**config.mk**
```make
export PLATFORM = sky130hd
export DESIGN_NAME = block_serializer
export DESIGN_NICKNAME = d
export VERILOG_FILES = /design/src/rtl/block_serializer_pkg.sv /design/src/rtl/block_serializer.sv
export SDC_FILE = /design/constraint.sdc
export NUM_CORES = 1
export LEC_CHECK = 0
export CORE_UTILIZATION = 30
export CTS_BUF_LIST = sky130_fd_sc_hd__clkbuf_8
export DETAILED_ROUTE_END_ITERATION = 7
export GPL_TIMING_DRIVEN = 0
export PLACE_DENSITY = 0.59
export SLEW_MARGIN = 20
export SYNTH_ARGS = -nofsm -noshare
export SYNTH_HDL_FRONTEND = slang
export SYNTH_SLANG_ARGS = --single-unit
```
**constraint.sdc**
```tcl
create_clock -name clk -period 1.7 [get_ports clk]
set_input_delay 0.34 -clock clk [delete_from_list [all_inputs] [get_ports clk]]
set_output_delay 0.34 -clock clk [all_outputs]
set_load 0.02 [all_outputs]
```
**src/rtl/block_serializer_pkg.sv**
```systemverilog
// Shared definitions for the block serializer and its byte-accumulating bridge.
// Both sides import this package so they agree on widths and byte ordering.
package block_serializer_pkg;

  localparam int BLOCK_W_DEFAULT = 512;
  localparam int BYTE_W_DEFAULT  = 8;
  localparam int NBYTES          = BLOCK_W_DEFAULT / BYTE_W_DEFAULT;

  typedef enum logic {
    IDLE = 1'b0,
    SEND = 1'b1
  } ser_state_t;

  typedef logic [BYTE_W_DEFAULT-1:0] byte_t;

endpackage

```
**src/rtl/block_serializer.sv**
```systemverilog
// Parallel-to-byte serializer: takes one BLOCK_W block and emits it
// most-significant byte first, one byte per out_valid/out_ready handshake.
module block_serializer
  import block_serializer_pkg::*;
#(
  parameter int BLOCK_W = BLOCK_W_DEFAULT,
  parameter int BYTE_W  = BYTE_W_DEFAULT
) (
  input  logic               clk,
  input  logic               rst,
  input  logic               load,
  input  logic [BLOCK_W-1:0] data_in,
  output logic               load_ready,
  output logic [BYTE_W-1:0]  data_out,
  output logic               out_valid,
  input  logic               out_ready,
  output logic               out_last,
  output logic               busy
);

  localparam int N_BYTES = BLOCK_W / BYTE_W;
  localparam int CNT_W   = (N_BYTES > 1) ? $clog2(N_BYTES) : 1;
  localparam logic [CNT_W-1:0] CNT_LAST = CNT_W'(N_BYTES - 1);

  localparam logic [0:0] S_IDLE = 1'b0;
  localparam logic [0:0] S_SEND = 1'b1;

  // Handshakes: a load transfer happens on a rising edge with load && load_ready;
  // a byte transfer happens on a rising edge with out_valid && out_ready.
  // Neither side may retract its offer based on the other's ready.
  logic [0:0]         state;
  logic [BLOCK_W-1:0] sreg;
  logic [CNT_W-1:0]   cnt;

  assign data_out   = sreg[BLOCK_W-1 -: BYTE_W];
  assign out_valid  = (state == S_SEND);
  assign out_last   = (state == S_SEND) && (cnt == CNT_LAST);
  assign busy       = out_valid;
  // Combinational through out_ready so the next block can follow byte 63 with no bubble.
  assign load_ready = (state == S_IDLE) || (out_last && out_ready);

  always_ff @(posedge clk) begin
    if (rst) begin
      state <= S_IDLE;
      cnt   <= '0;
      sreg  <= '0;
    end else begin
      case (state)
        S_IDLE: begin
          if (load) begin
            sreg  <= data_in;
            cnt   <= '0;
            state <= S_SEND;
          end
        end
        S_SEND: begin
          if (out_ready) begin
            if (out_last) begin
              if (load) begin
                sreg  <= data_in;
                cnt   <= '0;
                state <= S_SEND;
              end else begin
                sreg  <= '0;
                cnt   <= '0;
                state <= S_IDLE;
              end
            end else begin
              sreg <= {sreg[BLOCK_W-BYTE_W-1:0], {BYTE_W{1'b0}}};
              cnt  <= cnt + 1'b1;
            end
          end
        end
        default: begin
          state <= S_IDLE;
          cnt   <= '0;
          sreg  <= '0;
        end
      endcase
    end
  end

endmodule
```
==> results.tsv, run 1 <==
metric	value	unit
status	finished, violations left	
failing checks	setup timing	
Worst Hold Class	in2reg	
largest net degree at the start of global routing	14	
TritonCTS Buffers	93	
first-pass GRT wire length	127000	µm
maximum clock insertion buffer count	3	
VDD IR-drop max	0.500	mV
Placeable Area	0.0699	mm²
setup TNS	-87.96	ns
Buffers on Ports	526	
syn nets	2900	
worst setup margin	-0.302	ns
WL/cell	20.9	µm
power consumption	33.5	mW
Total Routing Usage GR	0.225	
via/cell ratio	5.46	
CP bufs+invs	3	
fmax	500	MHz
Least-Margin Pin Slew	0.861	ns
Area after DPL	0.0288	mm²
CP cell instances	ha_4, and2_4, a31o_1, buf_12, bufbuf_16, buf_8, a221oi_4, nor3_1	
Worst path max stage delay	0.35	ns
number of global-route vias before repair	22000	
RSZ-0062 raised after global routing	yes	
Reg clk slew, reported paths	0.06	ns
CTS Hold Bufs	0	
ys async rst share	0	
final setup vio count	527	
synthesized instance count	2383	
drt first pass iters	5	
DR iter-0 viols	1476	
max-slew violations	0	
Worst Path Arrival	2.53	ns
CTS sink count	519	
Yosys Warn Count	0	
min Tclk post-route	2.00	ns
layout cell share with drive strength beyond 1	0.274	
critical path fanouts, max	9	
Mapped Avg Cell Area	8.89	µm²
initial antenna violation count	31	
crit end category	flip-flop	
DIE AREA	0.0717	mm²
initial core utilization	0.303	
WHS	0.311	ns
Worst R2R End	sreg[383]	
io pins	528	
#FFs+latches synth	519	
FF-to-FF Start	cnt[0]	
Post-DP HPWL	60800	µm
Post-synth EDFFs	0	
fin cells	4058	
final WL	85000	µm
htree depth	3	
GP Congestion	0.893	
Fin. Hold Viols	0	
PD cells	973	mW/mm²
Setup CP Type	reg2reg	
CP required	2.23	ns
Root Driver	clkbuf_8	
hold path endpoint	sreg[6]	
worst skew pair latency	0.68	ns
Synth Cell Area	0.0212	mm²
period utilization	1.18	
worst rel slew slack	0.426	
hold path depth	2	
Startpoint Class	flip-flop	
CP top delay family	buffers and inverters	
Layout fillers	6431	
top_reg_cell synth	dfxtp_1	
GRT Residual Overflow	0	
dpl cells	3849	
r2r setup slk	-0.30	ns
LEAKAGE	12.7	nW
vias	22100	
Antenna Violating Nets Remaining	0	
post-synthesis sequential area ratio	0.491	
Hold Path Origin	data_in[6]	
die width	268	µm
die span in y	268	µm
Slowest cell on crit path	dfxtp_4	
drt drc	0	
Distinct cells, synth	31	
FP Rows	97	
Clock Skew	0.0470	ns
cell area after layout	0.0344	mm²
CTS tree	built	
P&R area growth vs syn	62.6	%
Reg2Reg Depth	8	
fin nets	3546	
area occupied by multi-input gates	0.0129	mm²
FF/Latch Area	0.0104	mm²
max_cap viols	0	
-- synthesized netlist by cell type (2+ instances only) --
| library cell | instances | area, µm² |
|---|---|---|
| dfxtp_1 | 519 | 10400 |
| nor2_1 | 511 | 1920 |
| nor3_1 | 504 | 2520 |
| a221oi_1 | 500 | 4380 |
| clkbuf_1 | 125 | 469 |
| buf_2 | 94 | 470 |
| buf_4 | 38 | 285 |
| buf_6 | 25 | 282 |
| buf_1 | 11 | 41.3 |
| a31o_2 | 8 | 70.1 |
| nor3b_1 | 8 | 60.1 |
| nand3_1 | 7 | 35.0 |
| nand2_1 | 6 | 22.5 |
| a21oi_1 | 5 | 25.0 |
| a221oi_2 | 4 | 60.1 |
| a22oi_1 | 2 | 15.0 |
| a311oi_1 | 2 | 17.5 |
-- sequential cells by signal, indices dropped and copies added, names as in the netlist --
signal / flops
cnt: 6
sreg: 512
busy: 1
-- kinds of logic (layout without fill, tap and decap cells) --
kind of cell	after synthesis	in the layout	synth area share
and+or+nand+nor	1043	1043	0.218
AOI/OAI and AO/OA	526	526	0.218
DFF	519	519	0.491
buffers and inverters	294	1010	0.0733
adders and majority gates	1	1	0.000591
other	0	19	0
-- repair_timing --
action | 4_1_cts | 5_1_grt
gates resized for setup | 389 | 285
pin swaps | 22 | 14
gates cloned | 7 | 2
buffers inserted | 15 | 1
setup endpoints to repair | 529 | 528
-- worst max path at each step --
stage	from	end	slack, ns	cells past startpoint
after floorplan	cnt[0]	sreg[235]	-0.02	8
after global placement	out_ready	sreg[257]	-1.13	7
after detailed placement	out_ready	sreg[403]	-1.17	7
after CTS	cnt[0]	load_ready	-0.37	5
after global routing	cnt[0]	load_ready	-0.37	5
final	cnt[0]	sreg[383]	-0.30	8
-- cell type report --
type | instances | share of cell area
Multi-Input combinational cell | 1570 | 0.376
Sequential cell | 519 | 0.302
Tap cell | 940 | 0.0342
Buffer | 293 | 0.0657
Inverter | 1 | 0.000218
Clock buffer | 122 | 0.0488
Clock inverter | 43 | 0.00629
Timing Repair Buffer | 551 | 0.166
Antenna cell | 19 | 0.00138
-- through the flow --
stage,utilization,setup WS [ns]
2_1_floorplan,-,-0.0155
3_3_place_gp,0.412,-1.13
3_5_place_dp,0.412,-1.17
4_1_cts,0.472,-0.367
5_1_grt,0.492,-0.368
6_report,0.492,-0.302
-- routing by layer --
metal | vias up | part of all wire | GRT usage
met5 | - | 0.0021 | 0
met4 | 26 | 0.029 | 0.0880
met3 | 189 | 0.061 | 0.0498
met2 | 710 | 0.49 | 0.374
met1 | 10800 | 0.42 | 0.281
li1 | 10500 | - | -
-- cell usage in the layout, fill, tap and decap left out, drive strengths merged, types with 4 or more instances in the layout --
cell and n:
nand2 6, dfxtp 519, clkbuf 257, a31o 9, nor2 511, clkinvlp 4, clkdlybuf4s50 514, nand3 7
diode 19, buf 182, bufbuf 4, inv 33, a21oi 7, clkinv 7, nor3 504, dlygate4sd2 9
nor3b 8, a221oi 504
-- power by group --
group / internal, mW / switching, mW
combinational: 3.62 / 3.80
sequential: 13.4 / 0.928
clock: 6.42 / 5.36
total: 23.4 / 10.1
No activity file was read; power rests on OpenSTA's default activity.
==> run 2: changes to the inputs <==
--- a/config.mk
+++ b/config.mk
@@ -5,10 +5,12 @@
 export SDC_FILE = /design/constraint.sdc
 export NUM_CORES = 1
 export LEC_CHECK = 0
+export CORE_MARGIN = 1
 export CORE_UTILIZATION = 30
 export CTS_BUF_LIST = sky130_fd_sc_hd__clkbuf_8
 export DETAILED_ROUTE_END_ITERATION = 7
 export GPL_TIMING_DRIVEN = 0
+export MAX_ROUTING_LAYER = met4
 export PLACE_DENSITY = 0.59
 export SLEW_MARGIN = 20
 export SYNTH_ARGS = -nofsm -noshare
==> run 2 against run 1 <==
  * The run still ends with setup timing left
  * Sequential power is essentially flat
  * Critical path depth is the same
  * Non-clock buffer count grew 3
  * Maximum frequency shrank 2.7%
  * Count of clock-buffer cells in the layout shrank 2
  * Critical path type unchanged
  * Largest cell class unchanged
==> results.tsv, run 2 (synthesized netlist as in run 1, its figures left out) <==
metric	value	unit	change
VDD IR-drop max	0.483	mV	-3.4%
P&R area growth vs syn	61.9	%	
Reg clk slew, reported paths	0.06	ns	about the same
FP Rows	97		unchanged
crit end category	flip-flop		
fmax	486	MHz	-2.7%
Buffers on Ports	526		unchanged
Placeable Area	0.0699	mm²	unchanged
Worst Path Arrival	2.58	ns	+0.05 ns
DR iter-0 viols	1421		-3.7%
GRT Residual Overflow	0		unchanged
failing checks	setup timing		
Clock Skew	0.0354	ns	-0.0116 ns
DIE AREA	0.0717	mm²	unchanged
PD cells	985	mW/mm²	+1.3%
dpl cells	3849		unchanged
LEAKAGE	12.7	nW	-0.35%
first-pass GRT wire length	127000	µm	+0.49%
fin nets	3547		+0.028%
CTS tree	built		
WL/cell	21.0	µm	about the same
via/cell ratio	5.44		-0.34%
final WL	85400	µm	+0.54%
Internal Power	23.7	mW	+1.4%
CP required	2.23	ns	about the same
maximum clock insertion buffer count	3		unchanged
sequential share of power	0.422		-0.004
setup TNS	-106.62	ns	-18.65 ns
area occupied by multi-input gates	0.0127	mm²	-2.1%
switching share of power	0.298		-0.00332
pre-CTS setup slack	-1.22	ns	-0.0498 ns
most frequent cells in the layout	dfxtp_1, clkdlybuf4s50_1, nor2_1		
Setup CP Type	reg2reg		
max reg flops	512		unchanged
min Tclk post-route	2.06	ns	+0.0558 ns
power consumption	33.8	mW	+0.90%
final setup vio count	520		-1.3%
worst rel slew slack	0.418		-0.00787
drt drc	0		unchanged
Area after DPL	0.0288	mm²	unchanged
most common cell after layout, fill and taps aside	dfxtp_1		
Root Driver	clkbuf_8		
worst setup margin	-0.358	ns	-0.0558 ns
Post-DP HPWL	61200	µm	+0.61%
WHS	0.300	ns	-0.0111 ns
number of global-route vias before repair	22100		+0.70%
cell area after layout	0.0343	mm²	-0.40%
max-slew violations	0		unchanged
Total Routing Usage GR	0.232		+0.00769
critical path fanouts, max	9		unchanged
Comb pwr share	0.218		-0.004
layout cell share with drive strength beyond 1	0.271		-0.00258
worst skew pair latency	0.67	ns	about the same
share of the core filled with cells	0.490		-0.00197
initial antenna violation count	37		+19%
CTS sink count	519		unchanged
initial core utilization	0.303		unchanged
max_cap viols	0		unchanged
vias	22200		+0.13%
Antenna Violating Nets Remaining	0		unchanged
largest net degree at the start of global routing	13		-1
htree depth	3		unchanged
io pins	528		unchanged
die span in y	268	µm	unchanged
FF/Latch Area	0.0104	mm²	about the same
period utilization	1.21		+0.0328
Startpoint Class	flip-flop		
Worst Hold Class	in2reg		
drt first pass iters	6		+1
clock power share	0.360		+0.008
RSZ-0062 raised after global routing	yes		
Layout fillers	6437		+0.093%
TritonCTS Buffers	91		-2.2%
CTS Hold Bufs	0		unchanged
die width	268	µm	unchanged
status	finished, violations left		
Fin. Hold Viols	0		unchanged
switching power total	10.1	mW	-0.21%
Most flops, register	sreg		
fin cells	4077		+0.47%
Least-Margin Pin Slew	0.872	ns	+0.0118 ns
GP Congestion	0.920		+3.1%
==> run 2: cell count changes in the layout (fill, tap and decap cells not counted), moves of 6 or more <==
cell	change
a221oi_1	+37
a221oi_2	-30
a221oi_4	-7
buf_4	+6
buf_6	+10
buf_8	-10
clkbuf_1	-9
clkbuf_4	+16
clkinv_2	+8
diode_2	+19
inv_1	-8
nor3_1	-8
nor3_2	+8
==> run 2: per-layer routing <==
| metal | GRT usage | vias up | part of all wire |
|---|---|---|---|
| met5 | - | - | 0 |
| met4 | 0.102 | 0 | 0.033 |
| met3 | 0.0511 | 161 | 0.065 |
| met2 | 0.369 | 763 | 0.48 |
| met1 | 0.282 | 10800 | 0.42 |
| li1 | - | 10500 | - |
==> run 2: power groups by stage <==
stage	Combinational [mW]	Clock [mW]	Sequential (mW)
6_report	7.35	12.2	14.3
5_1_grt	7.94	13.0	14.4
4_1_cts	6.66	12.4	14.1
3_5_place_dp	6.02	0	14.3
3_3_place_gp	5.91	0	14.3
2_1_floorplan	3.64	0	14.1
==> run 2: critical path: stages, from the launching register on <==
cell       delay (ns)
dfxtp_4          0.35
ha_4             0.15
and2_4           0.18
a31o_1           0.25
buf_12           0.18
buf_16           0.17
bufbuf_16        0.28
a221oi_4         0.25
nor3_2           0.07
==> run 2: area by class of cell <==
class	instances	area share
Clock inverter	42	0.00803
Multi-Input combinational cell	1570	0.369
Timing Repair Buffer	556	0.167
Clock buffer	120	0.0482
Antenna cell	38	0.00277
Tap cell	940	0.0343
Sequential cell	519	0.303
Inverter	1	0.000109
Buffer	291	0.0669
==> run 2: repair_timing <==
action                     in CTS  in global routing
resized for setup             323                337
pin swaps                      33                 23
cloned                          8                  2
buffers inserted               11                 10
setup endpoints to repair     529                525
==> run 2: final timing paths <==
| path | cells after the start | slack [ns] | endpoint | startpoint |
|---|---|---|---|---|
| min | 2 | 0.30 | sreg[6] | data_in[6] |
| min reg2reg | 2 | 0.49 | sreg[511] | sreg[511] |
| max reg2reg | 8 | -0.36 | sreg[44] | cnt[0] |
| max | 8 | -0.36 | sreg[44] | cnt[0] |
